## src/rtl/instr_split_queue_pkg.sv

```systemverilog
// Shared MIPS instruction field layout and helpers for the IF->ID prefetch queue.
package instr_split_queue_pkg;

    localparam logic [5:0] OP_RTYPE = 6'b000000;

    localparam int OP_HI  = 31;
    localparam int OP_LO  = 26;
    localparam int RS_HI  = 25;
    localparam int RS_LO  = 21;
    localparam int RT_HI  = 20;
    localparam int RT_LO  = 16;
    localparam int RD_HI  = 15;
    localparam int RD_LO  = 11;
    localparam int SH_HI  = 10;
    localparam int SH_LO  = 6;
    localparam int FN_HI  = 5;
    localparam int FN_LO  = 0;
    localparam int IMM_HI = 15;
    localparam int IMM_LO = 0;
    localparam int JI_HI  = 25;
    localparam int JI_LO  = 0;

    // Upper nibble of pc+4: the 256 MB region a J/JAL target lands in.
    function automatic logic [3:0] jump_region(input logic [31:0] pc);
        return 4'((pc + 32'd4) >> 28);
    endfunction

endpackage

```

## src/rtl/instr_split_queue_field_decode.sv

```systemverilog
// Combinational split of the queue head word into MIPS fields; all outputs zero when not valid.
module instr_field_decode
    import instr_split_queue_pkg::*;
#(
    parameter int PC_W = 32
) (
    input  logic            valid,
    input  logic [31:0]     instr,
    input  logic [PC_W-1:0] pc,
    output logic [5:0]      op,
    output logic [5:0]      func,
    output logic [4:0]      rs,
    output logic [4:0]      rt,
    output logic [4:0]      rd,
    output logic [4:0]      shamt,
    output logic [15:0]     imm16,
    output logic [31:0]     imm_sext,
    output logic [31:0]     imm_zext,
    output logic [25:0]     jidx,
    output logic [31:0]     jtarget,
    output logic            is_rtype
);

    logic [31:0] pc32;

    if (PC_W >= 32) begin : g_pc_wide
        assign pc32 = pc[31:0];
    end else begin : g_pc_narrow
        assign pc32 = {{(32 - PC_W){1'b0}}, pc};
    end

    always_comb begin
        op       = '0;
        func     = '0;
        rs       = '0;
        rt       = '0;
        rd       = '0;
        shamt    = '0;
        imm16    = '0;
        imm_sext = '0;
        imm_zext = '0;
        jidx     = '0;
        jtarget  = '0;
        is_rtype = 1'b0;
        if (valid) begin
            op       = instr[OP_HI:OP_LO];
            func     = instr[FN_HI:FN_LO];
            rs       = instr[RS_HI:RS_LO];
            rt       = instr[RT_HI:RT_LO];
            rd       = instr[RD_HI:RD_LO];
            shamt    = instr[SH_HI:SH_LO];
            imm16    = instr[IMM_HI:IMM_LO];
            imm_sext = {{16{instr[IMM_HI]}}, instr[IMM_HI:IMM_LO]};
            imm_zext = {16'b0, instr[IMM_HI:IMM_LO]};
            jidx     = instr[JI_HI:JI_LO];
            jtarget  = {jump_region(pc32), instr[JI_HI:JI_LO], 2'b00};
            is_rtype = (instr[OP_HI:OP_LO] == OP_RTYPE);
        end
    end

endmodule

```

## src/rtl/instr_split_queue.sv

```systemverilog
// IF->ID prefetch queue: circular buffer of {pc, instr} with valid/ready on both sides,
// head presented first-word-fall-through and pre-split into MIPS fields.
module instr_split_queue
    import instr_split_queue_pkg::*;
#(
    parameter  int DEPTH = 4,
    parameter  int PC_W  = 32,
    localparam int CNT_W = $clog2(DEPTH) + 1
) (
    input  logic             clk,
    input  logic             reset_n,
    input  logic             flush,
    input  logic             in_valid,
    output logic             in_ready,
    input  logic [31:0]      in_instr,
    input  logic [PC_W-1:0]  in_pc,
    output logic             out_valid,
    input  logic             out_ready,
    output logic [31:0]      out_instr,
    output logic [PC_W-1:0]  out_pc,
    output logic [5:0]       op,
    output logic [5:0]       func,
    output logic [4:0]       rs,
    output logic [4:0]       rt,
    output logic [4:0]       rd,
    output logic [4:0]       shamt,
    output logic [15:0]      imm16,
    output logic [31:0]      imm_sext,
    output logic [31:0]      imm_zext,
    output logic [25:0]      jidx,
    output logic [31:0]      jtarget,
    output logic             is_rtype,
    output logic [CNT_W-1:0] count
);

    localparam int PTR_W = $clog2(DEPTH);

    logic [31:0]      instr_mem_q [DEPTH];
    logic [PC_W-1:0]  pc_mem_q    [DEPTH];
    logic [PTR_W-1:0] rd_ptr_q, rd_ptr_d;
    logic [PTR_W-1:0] wr_ptr_q, wr_ptr_d;
    logic [CNT_W-1:0] count_q, count_d;
    logic             push, pop;

    assign in_ready  = (count_q != CNT_W'(DEPTH));
    assign out_valid = (count_q != '0);
    assign count     = count_q;
    assign push      = in_valid && in_ready;
    assign pop       = out_valid && out_ready;

    always_comb begin
        rd_ptr_d = rd_ptr_q;
        wr_ptr_d = wr_ptr_q;
        count_d  = count_q;
        if (push) wr_ptr_d = wr_ptr_q + 1'b1;
        if (pop)  rd_ptr_d = rd_ptr_q + 1'b1;
        case ({push, pop})
            2'b10:   count_d = count_q + 1'b1;
            2'b01:   count_d = count_q - 1'b1;
            default: count_d = count_q;
        endcase
    end

    // Flush shares the reset path: a redirect drops same-cycle push and pop alike.
    always_ff @(posedge clk) begin
        if (!reset_n || flush) begin
            rd_ptr_q <= '0;
            wr_ptr_q <= '0;
            count_q  <= '0;
        end else begin
            rd_ptr_q <= rd_ptr_d;
            wr_ptr_q <= wr_ptr_d;
            count_q  <= count_d;
        end
    end

    always_ff @(posedge clk) begin
        if (push) begin
            instr_mem_q[wr_ptr_q] <= in_instr;
            pc_mem_q[wr_ptr_q]    <= in_pc;
        end
    end

    // Masking keeps uninitialised storage from leaking X onto the outputs.
    assign out_instr = out_valid ? instr_mem_q[rd_ptr_q] : '0;
    assign out_pc    = out_valid ? pc_mem_q[rd_ptr_q]    : '0;

    instr_field_decode #(
        .PC_W(PC_W)
    ) u_decode (
        .valid   (out_valid),
        .instr   (out_instr),
        .pc      (out_pc),
        .op      (op),
        .func    (func),
        .rs      (rs),
        .rt      (rt),
        .rd      (rd),
        .shamt   (shamt),
        .imm16   (imm16),
        .imm_sext(imm_sext),
        .imm_zext(imm_zext),
        .jidx    (jidx),
        .jtarget (jtarget),
        .is_rtype(is_rtype)
    );

endmodule

```

## config.mk

```make
export PLATFORM = sky130hd
export DESIGN_NAME = instr_split_queue
export DESIGN_NICKNAME = d
export VERILOG_FILES = /design/src/rtl/instr_split_queue_pkg.sv /design/src/rtl/instr_split_queue_field_decode.sv /design/src/rtl/instr_split_queue.sv
export SDC_FILE = /design/constraint.sdc
export NUM_CORES = 1
export LEC_CHECK = 0
export ABC_CLOCK_PERIOD_IN_PS = 4000
export CORE_MARGIN = 5
export CORE_UTILIZATION = 40
export DETAILED_ROUTE_END_ITERATION = 12
export PLACE_DENSITY = 0.74
export SKIP_CTS_REPAIR_TIMING = 1
export SLEW_MARGIN = 20
export SYNTH_ARGS = -nofsm -noshare
export SYNTH_HDL_FRONTEND = slang
export SYNTH_SLANG_ARGS = --single-unit
```

## constraint.sdc

```tcl
create_clock -name clk -period 4 [get_ports clk]
set_clock_uncertainty 0.2 [all_clocks]
set_input_delay 1.2 -clock clk [delete_from_list [all_inputs] [get_ports clk]]
set_output_delay 1.2 -clock clk [all_outputs]
set_load 0.005 [all_outputs]
```

==> impl_metrics.yaml, run 1 <==
drt:
  wl_met2_um: 13440
  wl_per_cell_um: 20.67
  first_pass_iters: 4
  met3_wirelength_um: 2261
  drt_first_iter_violations: 293
  viasPerCell: 4.829
  route.layer.met1.wl_um: 9628
  vias: 6118
  wl_um: 26190
  top_layer_used: "met5"
  route.antenna.remaining_nets: 0
  drc: 0
yosys:
  syn_area_mm2: 0.01177
  synth_ff_type: "edfxtp_1"
  netlist_instances: 661
  synth_edf_count: 256
  synth_cell_type_count: 36
  syn_area_per_cell_um2: 17.81
  ys_seq_area_share_pct: 66.83
  ys_seq_elements: 265
  async_flop_share_pct: 0
  yosysWarnings: 0
floorplan:
  die_w_um: 181.6
  die_h_um: 181.6
  start_util_pct: 40.80
  coreArea_mm2: 0.02886
  rows: 62
  ioPinCount: 309
  die-area_mm2: 0.03296
global_route:
  antenna_found_initial: 3
  grt_pass1_vias: 6443
  grt_usage_pct: 14.95
  grt_overflow: 0
  grt_max_degree: 42
  grt_pass1_wl_um: 38590
final_layout:
  fin_nets: 933
  fillCellCount: 2280
  fin_util_pct: 53.07
  final_layout_size_suffix_gt1_share_pct: 21.70
  syn2layout_area_growth_pct: 30.08
placement:
  io_buffer_count: 290
  pre_cts_ws_ns: 0.01130
  gp_congestion: 0.7373
  dp_hpwl_um: 17960
critical_path:
  end_kind: "output pin"
  crit_path_max_fanout: 8
  crit_required_ns: 2.60
  arrival_ns: 2.67
  cp-start-kind: "register"
  crit_type: "reg -> out"
cts:
  clk_pin_slew_ns: 0.06
  clkSinkCount: 265
  clockBufferDepth: 3
  htree_num_levels: 1
  tritoncts: "built"
  clk_latency_ns: 0.53
  cts_made_buffers: 28
  cts-root-buf: "clkbuf_16"
timing:
  tns_ns: -0.3653
  fmax_mhz: 245.7
  hold_viol: 0
  period_share_pct: 101.7
  fin_crit_ns: 4.069
  tightest_slew_ns: 0.5661
  setup_slack_ns: -0.06923
  setup_violations: 25
  relSlewSlack_pct: 62.26
  drv_slew: 0
  rsz0062_at_grt: "yes"
power_and_ir_drop:
  p_seq_share_pct: 49.9
  internal_power_mw: 4.949
  p_sw_mw: 1.346
  combPwrFrac_pct: 11.0
  powerDensity_mw_per_mm2: 411.1
  p_leak_nw: 5.503
  p_sw_share_pct: 21.39
  p_clk_share_pct: 39.2
  peakVddDrop_uv: 398.5
outcome:
  status: "complete, but fails checks"
  violations: "negative setup slack"
hold_path:
  hold_class: "reg -> reg"
job:
  drv_cap: 0
metal layers:
metal,vias to the layer above,GRT usage (%)
met2,276,27.14
met1,3062,17.09
met4,4,4.323
met3,49,4.442
li1,2727,-
met5,-,0
placed cells by master, fill, tap and decap left out, types with 3 or more instances in the layout:
cell type,Yosys,routed
and3_4,0,4
clkinv_1,0,7
clkinv_2,0,5
ha_1,5,5
conb_1,1,18
buf_6,2,7
dlymetal6s2s_1,0,28
xor2_1,3,3
mux4_2,35,57
clkinvlp_4,0,4
mux2_4,0,3
buf_12,3,6
nor2_1,11,11
and2_4,0,12
nand3_2,0,3
inv_1,7,6
edfxtp_1,256,256
mux4_1,29,7
a21oi_1,3,3
diode_2,0,3
nand3_1,8,5
clkbuf_1,12,3
nand4_1,3,3
and2_2,1,8
clkbuf_16,0,29
o21ai_0,3,3
nand2_1,7,7
buf_4,166,34
clkdlybuf4s50_1,0,260
dfxtp_1,9,7
and2_1,65,46
path summary, 6_finish.rpt:
| kind | cells after the start | from | to | slack, ns |
|---|---|---|---|---|
| setup / recovery | 8 | register | jtarget[31] | -0.07 |
| hold / removal | 2 | wr_ptr_q[1] | wr_ptr_q[1] | 0.30 |
| hold reg to reg | 2 | wr_ptr_q[1] | wr_ptr_q[1] | 0.30 |
| setup reg to reg | 10 | count[2] | count[2] | 1.28 |
kinds of logic after synthesis:
family	synth area share [%]
muxes	13.55
DFF	66.83
other	0.03185
buffers and inverters	12.22
adders and majority gates	0.7015
xor gates and xnor gates	0.3721
and+or+nand+nor	5.718
AOI/OAI and AO/OA	0.5738
critical path, cell delays in order, from the launching register on:
cell,delay (ns)
dfxtp_4,0.39
clkbuf_16,0.18
mux4_2,0.37
nand4_4,0.12
nor4_4,0.33
buf_4,0.18
nand3_2,0.09
mux2_4,0.32
dlymetal6s2s_1,0.16
cells in the mapped netlist, drive strengths merged (2+ instances only):
master,number,area (um2)
dfxtp,9,180.2
nand3,8,40.04
edfxtp,256,7687
ha,5,62.56
and2,66,414.2
mux4,64,1550
and4,2,17.52
o2111a,2,22.52
nand4,5,43.79
xnor2,2,17.52
nand2,7,26.28
nor2,11,41.29
inv,7,26.28
mux2,4,45.04
nor4,2,33.78
and3,5,31.28
xor2,3,26.28
o211ai,2,15.01
buf,176,1354
a21oi,3,15.01
clkbuf,13,58.80
o21ai,3,15.01
sequential cells by signal (all words and copies together) (netlist names), named ones only:
signal	flops
count	3
instr_mem_q	128
pc_mem_q	128
rd_ptr_q	2
wr_ptr_q	2
stage by stage:
step,instance area [um2],power (mW),hold slack [ns],cells
after floorplan,11840,3.547,0.2692,678
after global placement,14130,3.856,0.3001,1191
after detailed placement,14130,3.872,0.2997,1191
after CTS,15020,6.351,0.3075,1243
after global routing,15310,6.533,0.3268,1265
final,15310,6.296,0.3029,1267
power groups by stage:
stage,sequential (mW),clock (mW),combinational (mW)
floorplan,3.19,0,0.353
finish,3.14,2.47,0.691
CTS,3.14,2.53,0.679
global route,3.14,2.64,0.745
detailed placement,3.20,0,0.675
global placement,3.19,0,0.664
final cells by class:
type	instances	area (um2)	share of cell area (%)
antenna	3	7.507	0.04902
clock buffer	31	711.9	4.649
clock inverter	21	175.2	1.144
inverter	7	26.28	0.1716
multi-input combinational	217	2557	16.70
sequential	265	7875	51.43
tap	384	480.5	3.138
timing repair buffer	339	3480	22.72
(Power assumes the default switching activity.)
==> inputs of run 2 (changes only) <==
--- a/config.mk
+++ b/config.mk
@@ -9,9 +9,11 @@
 export CORE_MARGIN = 5
 export CORE_UTILIZATION = 40
 export DETAILED_ROUTE_END_ITERATION = 12
+export GPL_ROUTABILITY_DRIVEN = 0
 export PLACE_DENSITY = 0.74
 export SKIP_CTS_REPAIR_TIMING = 1
 export SLEW_MARGIN = 20
 export SYNTH_ARGS = -nofsm -noshare
 export SYNTH_HDL_FRONTEND = slang
 export SYNTH_SLANG_ARGS = --single-unit
+export TNS_END_PERCENT = 50
==> impl_metrics.yaml, run 2 (synthesized netlist as in run 1, its figures left out) <==
outcome:
  status: "complete, but fails checks"
  violations: "negative setup slack"
final_layout:
  fin_util_pct: 52.93
  fin_nets: 928
  stdcell_area_mm2: 0.01527
  fin_cells: 1262
  final_layout_size_suffix_gt1_share_pct: 21.26
  mostFrequentLayoutCells: "265 x clkdlybuf4s50_1, 256 x edfxtp_1, 57 x mux4_2, 47 x and2_1"
  syn2layout_area_growth_pct: 29.74
  fillCellCount: 2287
  layout_commonest_cell: "clkdlybuf4s50_1"
critical_path:
  arrival_ns: 2.68
  r2r-start: "count[2]"
  crit_path_max_fanout: 8
  crit_type: "reg -> out"
  end_kind: "output pin"
  crit_required_ns: 2.60
  cp-start-kind: "register"
placement:
  dp.cells: 1191
  placed_area_mm2: 0.01413
  io_buffer_count: 290
  pre_cts_ws_ns: 0.01130
  dp_hpwl_um: 17960
drt:
  drt_first_iter_violations: 331
  wl_per_cell_um: 20.73
  route.antenna.remaining_nets: 0
  first_pass_iters: 4
  wl_um: 26160
  vias: 6093
  drc: 0
  viasPerCell: 4.828
timing:
  hold_slack_ns: 0.3052
  drv_slew: 0
  tns_ns: -0.3204
  fin_crit_ns: 4.076
  hold_viol: 0
  relSlewSlack_pct: 62.11
  setup_violations: 26
  rsz0062_at_grt: "yes"
  setup_slack_ns: -0.07645
  fmax_mhz: 245.3
  tightest_slew_ns: 0.5683
  period_share_pct: 101.9
floorplan:
  die_h_um: 181.6
  start_util_pct: 40.80
  die-area_mm2: 0.03296
  coreArea_mm2: 0.02886
  rows: 62
  ioPinCount: 309
  die_w_um: 181.6
hold_path:
  min_from: "wr_ptr_q[1]"
  hold_class: "reg -> reg"
global_route:
  grt_overflow: 0
  grt_pass1_vias: 6443
  grt_usage_pct: 14.95
  grt_pass1_wl_um: 38590
  antenna_found_initial: 3
  grt_max_degree: 42
cts:
  tritoncts: "built"
  htree_num_levels: 1
  cts-root-buf: "clkbuf_16"
  clkSinkCount: 265
  clk_latency_ns: 0.53
  cts_made_buffers: 28
  clockBufferDepth: 3
  clk_pin_slew_ns: 0.06
job:
  drv_cap: 0
power_and_ir_drop:
  peakVddDrop_uv: 398.4
  p_leak_nw: 5.391
  powerDensity_mw_per_mm2: 412.0
  finalPower_mw: 6.293
[run 2: cell count changes in the layout (fill, tap and decap cells not counted)]
cell / delta
dlymetal6s2s_1: -5
and2_1: +1
inv_2: -1
nor3_2: +1
nor3_1: -1
buf_4: -5
buf_6: -1
and2_2: -1
inv_4: +1
buf_8: +1
clkdlybuf4s50_1: +5
[run 2: cell type report]
| cell class | count | area [um2] | share of cell area (%) |
|---|---|---|---|
| antenna | 3 | 7.507 | 0.04915 |
| multi-input combinational | 217 | 2561 | 16.77 |
| inverter | 7 | 28.78 | 0.1884 |
| timing repair buffer | 334 | 3433 | 22.48 |
| clock buffer | 31 | 711.9 | 4.661 |
| clock inverter | 21 | 175.2 | 1.147 |
| tap | 384 | 480.5 | 3.146 |
| sequential | 265 | 7875 | 51.56 |
[run 2: worst max-delay path: stages (launching register included)]
cell            delay [ns]
dfxtp_4               0.39
clkbuf_16             0.18
mux4_2                0.37
nand4_4               0.12
nor4_4                0.33
buf_4                 0.18
nand3_2               0.09
mux2_4                0.32
dlymetal6s2s_1        0.16
[run 2: final timing paths]
| check | cells past startpoint | endpoint | slack (ns) |
|---|---|---|---|
| worst max-delay path | 8 | jtarget[31] | -0.08 |
| worst max register to register | 10 | count[2] | 1.27 |
| worst min-delay path | 2 | wr_ptr_q[1] | 0.31 |
| worst min register to register | 2 | wr_ptr_q[1] | 0.31 |
[run 2: per-layer routing]
layer	GRT usage, %	vias up	part of all wire, %
li1	-	2719	-
met1	17.09	3053	37
met2	27.14	271	52
met3	4.442	46	8.5
met4	4.323	4	2.8
met5	0	-	0.10
[run 2: power by group]
part | switching, mW | internal, mW
clock network | 1.05 | 1.42
registers | 0.0203 | 3.12
logic | 0.277 | 0.410
==> patch (flow settings as in run 2) <==
Register the output `count` once more, without a reset; this adds one clock of latency there. The other outputs are not delayed to match.
--- a/src/rtl/instr_split_queue.sv
+++ b/src/rtl/instr_split_queue.sv
@@ -44,7 +44,9 @@
 
     assign in_ready  = (count_q != CNT_W'(DEPTH));
     assign out_valid = (count_q != '0);
-    assign count     = count_q;
+    always_ff @(posedge clk) begin
+        count <= count_q;
+    end
     assign push      = in_valid && in_ready;
     assign pop       = out_valid && out_ready;
 
Check against the original RTL: not equivalent (a bounded check fails within 4 cycles, from zero or initial values).
==> patch against run 2 <==
Combinational power fell by 3%. Wire length rose by 0.50%. Count of clock-buffer cells in the layout rose by 12. Critical endpoint is now jtarget[29]. Sequential cell count rose by 3. Global-route usage fell by 0.54 points. Setup slack got worse by 150 ps. Design area rose by 3.8%. The run still ends with setup timing left. Via count rose by 0.11%. Total power rose by 1.3%. Synthesized cell count rose by 0.45%. Largest power group unchanged. Synthesized area rose by 0.51%. Worst hold slack got worse by 120 ps.
==> patch: results (changes against run 2) <==
[outcome]
status = complete, but fails checks
violations = setup timing

[critical_path]
rr_endpoint = count_q[2]
reg2reg_depth = 10  ; unchanged
reg2reg_from = count_q[2]
crit_fanout = 4  ; -4
crit_arrival_ps = 2820  ; +140 ps
reg2reg_slack_ps = 1320  ; +50 ps

[placement]
postPlaceCellArea_mm2 = 0.0142  ; +0.18%
port_buffers = 290  ; unchanged
place_ws_ps = -2.60  ; -13.9 ps
dp_hpwl_um = 17400  ; -3.3%
dp_cells = 1196  ; +0.42%

[synth]
synthTopCellsByArea = edfxtp_1 65%, buf_4 11%, mux4_2 6.7%
ys.flop_type = edfxtp_1
synth-edff-count = 256  ; unchanged
syn-mean-instance-area_um2 = 17.8  ; about the same
ys_top_cells_by_count = 256 x edfxtp_1, 166 x buf_4, 65 x and2_1
synth_cell_types = 36  ; unchanged
synth_async_sr_flop_share_pct = 0  ; unchanged
yosysSeqAreaShare_pct = 67.0  ; +0.17 points

[clock_tree]
worstSkewPairLatency_ps = 530  ; about the same
htree_levels = 1  ; unchanged
cts_buffer_depth = 3  ; unchanged
cts_root_buffer = clkbuf_16
cts_made_buffers = 28  ; unchanged

[sta]
final.setup.tns_ps = -876  ; -556 ps
slew_headroom_pct = 59.9  ; -2.2 points
worst_slack_ps = -223  ; -147 ps
setup_viol = 6  ; -77%
holdWs_ps = 187  ; -118 ps

[grt]
grt_pass1_wl_um = 37200  ; -3.6%
grt_pass1_vias = 6251  ; -3.0%
antenna_found_initial = 4  ; +1
met1_usage_pct = 17.4  ; +0.27 points
met2_usage_pct = 25.6  ; -1.5 points
grt_use_met3_pct = 4.15  ; -0.30 points
grtUsageTotal_pct = 14.4  ; -0.54 points

[cells_and_area]
nNetsFinal = 941  ; +1.4%
largestRegisters = instr_mem_q (128), pc_mem_q (128)
multi_input_area_mm2 = 0.00261  ; +1.9%
drive_above_1_share_pct = 21.2  ; -0.086 points
num-fill-cells = 2256  ; -1.4%
antenna_cells = 0  ; -3

[routing]
wl_per_cell_um = 20.6  ; -0.75%
vias = 6100  ; +0.11%
drtPass1Iterations = 4  ; unchanged
routed_wl_um = 26300  ; +0.50%
drt-initial-drc-count = 297  ; -10%

[hold_path]
hold_end = count[1]
min-delay-path-class = flop to flop
whs_path_depth = 0  ; -2
hold_start = count_q[1]

[power]
ir_worst_vdd_v = 0.000409  ; +2.5%
p_leak_nw = 7.68  ; +42%

patch: changes by cell type after synthesis, sizes merged:
cell,run 2,this run
dfxtp,9,12
patch: worst max path at each step:
stage                     slack [ps]  from  cells after the start      endpoint
final                           -220  flop                     10   jtarget[29]
after global routing            -360  flop                     10   jtarget[29]
after CTS                       -580  flop                      7   jtarget[31]
after detailed placement          -3  flop                      7   jtarget[31]
after global placement             7  flop                      7   jtarget[31]
after floorplan                  330  flop                      8  imm_sext[15]
patch: logic make-up (layout without fill, tap and decap cells):
kind of cell    after synthesis  after routing  synth area share (%)
flops                       268            268                  67.0
buf+inv                     196            403                  12.2
simple gates                110            110                  5.69
mux                          68             68                  13.5
compound gates               10             10                 0.571
fa+ha+maj                     6              6                 0.698
xor+xnor                      5              5                 0.370
other cells                   1             18                0.0317
patch: metal layers:
layer	wire length [um]	up-vias	part of all wire, %
met5	57	-	0.22
met4	489	8	1.9
met3	2130	40	8.1
met2	13500	271	51
met1	10100	3022	39
li1	-	2759	-
patch: worst max-delay path: stages (launching register included):
cell	delay, ps
dfxtp_4	350
buf_6	130
clkbuf_16	150
mux4_2	330
nand4_1	200
nor4_4	290
buf_4	180
buf_6	100
nand4_1	90
mux2_4	350
buf_6	120
patch: layout make-up:
| class | instances | share of cell area [%] |
|---|---|---|
| inverter | 7 | 0.166 |
| tap | 390 | 3.08 |
| clock buffer | 43 | 5.18 |
| clock inverter | 9 | 0.592 |
| timing repair buffer | 344 | 24.5 |
| multi-input combinational | 217 | 16.5 |
| sequential | 268 | 50.1 |
patch: power by group:
part           internal, mW  switching, mW
sequential             3.15         0.0180
clock                  1.54          0.997
combinational         0.394          0.276
